<file path="src/rtl/sram_pkg.sv">
// Shared constants and FSM state type for the SRAM stream reader.
`default_nettype none

package sram_pkg;
  localparam int SRAM_DEPTH = 1728;
  localparam int SRAM_AW    = 11;
  localparam int SRAM_DW    = 99;

  typedef enum logic [1:0] {
    ST_IDLE  = 2'd0,
    ST_RUN   = 2'd1,
    ST_DRAIN = 2'd2,
    ST_DONE  = 2'd3
  } state_t;
endpackage

`default_nettype wire

</file>
<file path="src/rtl/stream_fifo2.sv">
// Two-entry FIFO that exposes its occupancy; head is visible whenever count != 0.
`default_nettype none

module stream_fifo2
  import sram_pkg::*;
#(
  parameter int DW = SRAM_DW
) (
  input  logic          clk,
  input  logic          rst,
  input  logic          push,
  input  logic [DW-1:0] push_data,
  input  logic          pop,
  output logic [DW-1:0] head,
  output logic [1:0]    count
);

  logic [DW-1:0] mem [2];
  logic          wr_ptr;
  logic          rd_ptr;

  always_ff @(posedge clk) begin
    if (rst) begin
      mem[0] <= '0;
      mem[1] <= '0;
      wr_ptr <= 1'b0;
      rd_ptr <= 1'b0;
      count  <= 2'd0;
    end else begin
      if (push) begin
        mem[wr_ptr] <= push_data;
        wr_ptr      <= ~wr_ptr;
      end
      if (pop) begin
        rd_ptr <= ~rd_ptr;
      end
      count <= count + {1'b0, push} - {1'b0, pop};
    end
  end

  assign head = mem[rd_ptr];

endmodule

`default_nettype wire

</file>
<file path="src/rtl/sram_stream_reader.sv">
// Burst read initiator for the single-port SRAM macro: issues reads and streams
// the returned words out on a valid/ready interface through a 2-entry skid FIFO.
`default_nettype none

module sram_stream_reader
  import sram_pkg::*;
#(
  parameter int DEPTH = SRAM_DEPTH,
  parameter int AW    = SRAM_AW,
  parameter int DW    = SRAM_DW
) (
  input  logic          clk,
  input  logic          rst,
  input  logic          start,
  input  logic [AW-1:0] base_addr,
  input  logic [AW-1:0] length,
  output logic          busy,
  output logic          done,
  output logic          sram_csb,
  output logic          sram_wsb,
  output logic [AW-1:0] sram_raddr,
  output logic [AW-1:0] sram_waddr,
  output logic [DW-1:0] sram_wdata,
  input  logic [DW-1:0] sram_rdata,
  output logic          out_valid,
  input  logic          out_ready,
  output logic [DW-1:0] out_data
);

  state_t        state, state_next;
  logic [AW-1:0] addr;
  logic [AW-1:0] issue_left;
  logic [AW-1:0] deliver_left;
  logic [1:0]    fifo_count;
  logic [DW-1:0] fifo_head;
  logic          rd_pending;
  logic          handshake;

  // rd_pending marks a read issued this cycle; its data is valid at the
  // closing posedge, so it doubles as the FIFO push. Only registered state
  // feeds it, keeping csb independent of out_ready.
  always_comb begin
    rd_pending = (state == ST_RUN) && (issue_left != '0) && (fifo_count <= 2'd1);
    out_valid  = (fifo_count != 2'd0);
    handshake  = out_valid && out_ready;
    state_next = state;
    case (state)
      ST_IDLE: begin
        if (start) state_next = (length == '0) ? ST_DONE : ST_RUN;
      end
      ST_RUN: begin
        if (rd_pending && (issue_left == AW'(1))) state_next = ST_DRAIN;
      end
      ST_DRAIN: begin
        if ((deliver_left == '0) || ((deliver_left == AW'(1)) && handshake))
          state_next = ST_DONE;
      end
      default: state_next = ST_IDLE;
    endcase
  end

  always_ff @(posedge clk) begin
    if (rst) begin
      state        <= ST_IDLE;
      addr         <= '0;
      issue_left   <= '0;
      deliver_left <= '0;
    end else begin
      state <= state_next;
      if ((state == ST_IDLE) && start) begin
        addr         <= base_addr;
        issue_left   <= length;
        deliver_left <= length;
      end else begin
        if (rd_pending) begin
          addr       <= (addr == AW'(DEPTH - 1)) ? '0 : addr + AW'(1);
          issue_left <= issue_left - AW'(1);
        end
        if (handshake) deliver_left <= deliver_left - AW'(1);
      end
    end
  end

  stream_fifo2 #(.DW(DW)) u_fifo (
    .clk       (clk),
    .rst       (rst),
    .push      (rd_pending),
    .push_data (sram_rdata),
    .pop       (handshake),
    .head      (fifo_head),
    .count     (fifo_count)
  );

  assign busy       = (state == ST_RUN) || (state == ST_DRAIN);
  assign done       = (state == ST_DONE);
  assign sram_csb   = ~rd_pending;
  assign sram_wsb   = 1'b1;
  assign sram_raddr = addr;
  assign sram_waddr = '0;
  assign sram_wdata = '0;
  assign out_data   = fifo_head;

endmodule

`default_nettype wire

</file>
<file path="config.mk">
export PLATFORM = sky130hd
export DESIGN_NAME = sram_stream_reader
export DESIGN_NICKNAME = d
export VERILOG_FILES = /design/src/rtl/sram_pkg.sv /design/src/rtl/stream_fifo2.sv /design/src/rtl/sram_stream_reader.sv
export SDC_FILE = /design/constraint.sdc
export NUM_CORES = 1
export LEC_CHECK = 0
export BUFFER_PORTS_ARGS = -buffer_cell sky130_fd_sc_hd__buf_2
export CORE_UTILIZATION = 52
export DETAILED_ROUTE_END_ITERATION = 10
export GPL_TIMING_DRIVEN = 1
export PLACE_DENSITY = 0.9
export SYNTH_ARGS = -nofsm -noshare
export SYNTH_HDL_FRONTEND = slang
export SYNTH_SLANG_ARGS = --single-unit
</file>
<file path="constraint.sdc">
create_clock -name clk -period 8.7 [get_ports clk]
set_input_delay 0.87 -clock clk [delete_from_list [all_inputs] [get_ports clk]]
set_output_delay 0.87 -clock clk [all_outputs]
set_load 0.005 [all_outputs]
</file>
==> summary by stage <==
Finish
The share of layout cells above drive strength 1 is 33.82%. In the layout the commonest cells are 238 x sky130_fd_sc_hd__buf_2, 199 x sky130_fd_sc_hd__and2_1, 198 x sky130_fd_sc_hd__edfxtp_1. The number of nets in the layout is approximately 1300. The area growth from synthesis to layout is 15.09%. The most common cell after layout, fill and taps aside is sky130_fd_sc_hd__buf_2. With fillers left out, the area of the finished cells amounts to 13350 µm².

Placed design
Routability-driven placement finished with a final weighted congestion of 0.8896. The area after detailed placement is around 13000 µm². Once detailed placement completed, the half-perimeter wirelength came to 15820 µm. The pre-CTS setup slack is 5.377 ns. Input and output buffers added on the ports amount to 238.

Clocking
CTS saw 238 sinks. The number of resized instances in the post-cts repair step is 0. The number of setup buffers added after CTS is 0. The clock slew at the register clock pins of the worst setup and hold paths is 0.06 ns. In this run the deepest clock path goes through 3 buffers. The insertion delay to the later sink of the worst-skew pair is 0.52 ns. The cell chosen for the clock root is sky130_fd_sc_hd__clkbuf_16. After clock tree synthesis, the flow added hold-fix buffers numbering 0.

TritonCTS created 25 clock buffers. The TritonCTS clock tree is yes. In this run the number of H-tree levels came out at 1.

STA
The final setup violation count is 0. Setup total negative slack on the finished layout was measured at 0 ns. The smallest clock period supported by the final layout is computed as 3.445 ns. The timing-limited maximum frequency is 290.3 MHz. On the final layout, the worst clock skew is 0.01231 ns. The relative slew slack is 39.45%. The worst hold slack across all endpoints is 0.4878 ns.

The count of endpoints failing hold in the final timing report is 0. The max-slew violation count is 0. After layout, the worst setup slack is 5.255 ns. Setup repair after global routing left no endpoint under its margin.

Of the available clock period, the critical path in the final layout requires 39.60%. At the pin with the least slew margin, the transition time is 0.9083 ns.

Worst setup path
STA classifies the critical path endpoint as an output pin. The reg-to-reg critical path endpoint is u_fifo.mem[1][10]. STA puts the critical path data required time at roughly 7.8 ns. STA classifies the critical path startpoint as a flip-flop.

The kind of critical path is reg -> out. The startpoint identified for the worst register-to-register timing path is state[1]. The data arrival time of the worst path is between 2 and 3 ns. The worst register-to-register path has a depth of 7. The worst register-to-register path has a setup slack of approximately 5.6 ns.

The largest fanout on the critical path is 52.

GRT
The via count of the first global-routing pass is 7265. The total global-route track usage is 20.20%. The global-route wire length before repair is ~36000 µm. The initial antenna violation count came to 3. The total overflow left after global routing is 0. The largest net degree at the start of global routing is 100.

Synth
Of all flip-flops after synthesis, the portion carrying an async set or reset was 0%. The number of standard cells after synthesis is 908. The mapped netlist covers 11600 µm². The warning count from the yosys run is 0.

The share of the Yosys chip area taken by registers is 58.15%. Yosys mapped a number of flops with a built-in enable equal to 198. The main flop type after synthesis is sky130_fd_sc_hd__edfxtp_1. The number of synthesized register bits is 238. In this run, distinct cell masters in the synthesized netlist total 57.

The average cell area after synthesis is 12.78 µm².

Route
The count of antenna-violating nets left after detailed routing is 0. The post-detailed-route DRC marker count is 0. The vias per cell is 5.107. Dividing the detail-routed wire length by the instance count gives between 15 and 20 µm. The first detailed-routing pass took 4 iterations. The first routing iteration left about 370 violations. The vias after detailed routing is approximately 7300.

The routed wire length is 24190 µm.

Die
The width of the chip is 151.4 µm. The floorplan step set the die height to around 150 µm. 350 I/O pins were placed.

The core region is approximately 22000 µm². The initial standard-cell utilization of the core is 53.16%. The number of standard-cell rows in the floorplan is 54.

The die covers 22910 µm².

Min path
The destination of the worst hold path is issue_left[10]. The worst hold path belongs to the class reg -> reg. The worst hold path begins at issue_left[10]. The worst hold path depth is 2.

Pwr
Across the VDD grid, the largest voltage drop is approximately 0.00017 V. The power after layout is 3.685 mW. The cell area power density is 276.0 nW/µm².

The standby leakage power is 5.654 nW.

Run
Across the run, the number of max-cap violations was 0.

Status
The run finished with clean final reports.
## cells in the mapped netlist, types with 2 or more instances
library cell | number | share of area, %
sky130_fd_sc_hd__a211oi_1 | 6 | 0.39
sky130_fd_sc_hd__a21oi_1 | 22 | 0.95
sky130_fd_sc_hd__a311oi_1 | 2 | 0.15
sky130_fd_sc_hd__a31oi_1 | 7 | 0.38
sky130_fd_sc_hd__and2_1 | 199 | 11
sky130_fd_sc_hd__and3_1 | 2 | 0.11
sky130_fd_sc_hd__buf_2 | 2 | 0.086
sky130_fd_sc_hd__buf_4 | 111 | 7.2
sky130_fd_sc_hd__buf_6 | 2 | 0.19
sky130_fd_sc_hd__clkbuf_1 | 33 | 1.1
sky130_fd_sc_hd__clkbuf_2 | 2 | 0.086
sky130_fd_sc_hd__clkbuf_8 | 3 | 0.36
sky130_fd_sc_hd__conb_1 | 2 | 0.065
sky130_fd_sc_hd__dfxtp_1 | 40 | 6.9
sky130_fd_sc_hd__edfxtp_1 | 198 | 51
sky130_fd_sc_hd__ha_1 | 12 | 1.3
sky130_fd_sc_hd__inv_1 | 10 | 0.32
sky130_fd_sc_hd__mux2_2 | 99 | 9.6
sky130_fd_sc_hd__nand2_1 | 19 | 0.61
sky130_fd_sc_hd__nand3_1 | 5 | 0.22
sky130_fd_sc_hd__nand3b_1 | 2 | 0.13
sky130_fd_sc_hd__nand4_1 | 6 | 0.32
sky130_fd_sc_hd__nand4b_1 | 2 | 0.15
sky130_fd_sc_hd__nor2_1 | 25 | 0.81
sky130_fd_sc_hd__nor2b_1 | 3 | 0.16
sky130_fd_sc_hd__nor3_1 | 11 | 0.47
sky130_fd_sc_hd__nor4_1 | 7 | 0.38
sky130_fd_sc_hd__nor4_4 | 2 | 0.37
sky130_fd_sc_hd__o211ai_1 | 7 | 0.45
sky130_fd_sc_hd__o21ai_0 | 6 | 0.26
sky130_fd_sc_hd__o21bai_1 | 10 | 0.65
sky130_fd_sc_hd__o31ai_1 | 2 | 0.13
sky130_fd_sc_hd__or2_2 | 2 | 0.11
sky130_fd_sc_hd__or3_1 | 2 | 0.11
sky130_fd_sc_hd__xnor2_1 | 11 | 0.83
sky130_fd_sc_hd__xor2_1 | 13 | 0.98
## critical path, cell delays in order, from the launching register on
cell and delay [ns]:
sky130_fd_sc_hd__dfxtp_4 0.77, sky130_fd_sc_hd__buf_4 0.70, sky130_fd_sc_hd__mux2_2 0.42, sky130_fd_sc_hd__buf_2 0.13
## state kept, by name (all words and copies together) (netlist names), named ones only
signal and flops:
u_fifo.mem 198, sram_raddr 11, u_fifo.count 2, issue_left 11, state 2, u_fifo.rd_ptr 1, deliver_left 11, u_fifo.wr_ptr 1
## report_power, final
group          switching (mW)  internal, mW
clock network           0.416         0.607
logic                   0.530         0.487
registers               0.140          1.51
## layer usage
| layer | up-vias | share of wire (%) | GRT usage [%] | wire, µm |
|---|---|---|---|---|
| met5 | - | 0.095 | 0 | 23 |
| met4 | 4 | 2.5 | 6.950 | 594 |
| met3 | 51 | 7.6 | 4.157 | 1839 |
| met2 | 271 | 52 | 36.58 | 12520 |
| met1 | 3565 | 38 | 23.54 | 9214 |
| li1 | 3438 | - | - | - |
## cell type report
type	count	area (µm²)
Antenna cell	2	5.005
Clock buffer	41	699.4
Clock inverter	5	78.83
Fill cell	1684	8472
Inverter	11	41.29
Multi-Input combinational cell	613	4183
Sequential cell	238	6750
Tap cell	280	350.3
Timing Repair Buffer	245	1244
## worst max-delay path by stage
stage,cells after the start,slack [ns],start,endpoint
after floorplan,6,2.48,state[1],u_fifo.mem[0][0]
after global placement,3,5.41,rst,u_fifo.mem[1][15]
after detailed placement,3,5.38,rst,u_fifo.mem[1][8]
after CTS,3,5.21,flip-flop,out_data[21]
after global routing,3,5.12,flip-flop,out_data[19]
final,3,5.26,flip-flop,out_data[10]
## metrics by stage
stage               util [%]  std cells
global placement       57.59       1387
CTS                    61.16       1433
floorplan                  -       1017
global route           61.17       1434
detailed placement     57.59       1387
finish                 61.18       1435
## cell families after synthesis
family | synth area share, %
xor+xnor | 1.812
other cells | 0.06474
buf+inv | 9.437
compound gates | 4.195
flops | 58.15
mux | 9.610
simple gates | 15.43
fa+ha+maj | 1.294
Power figures use the tool's default switching activity.
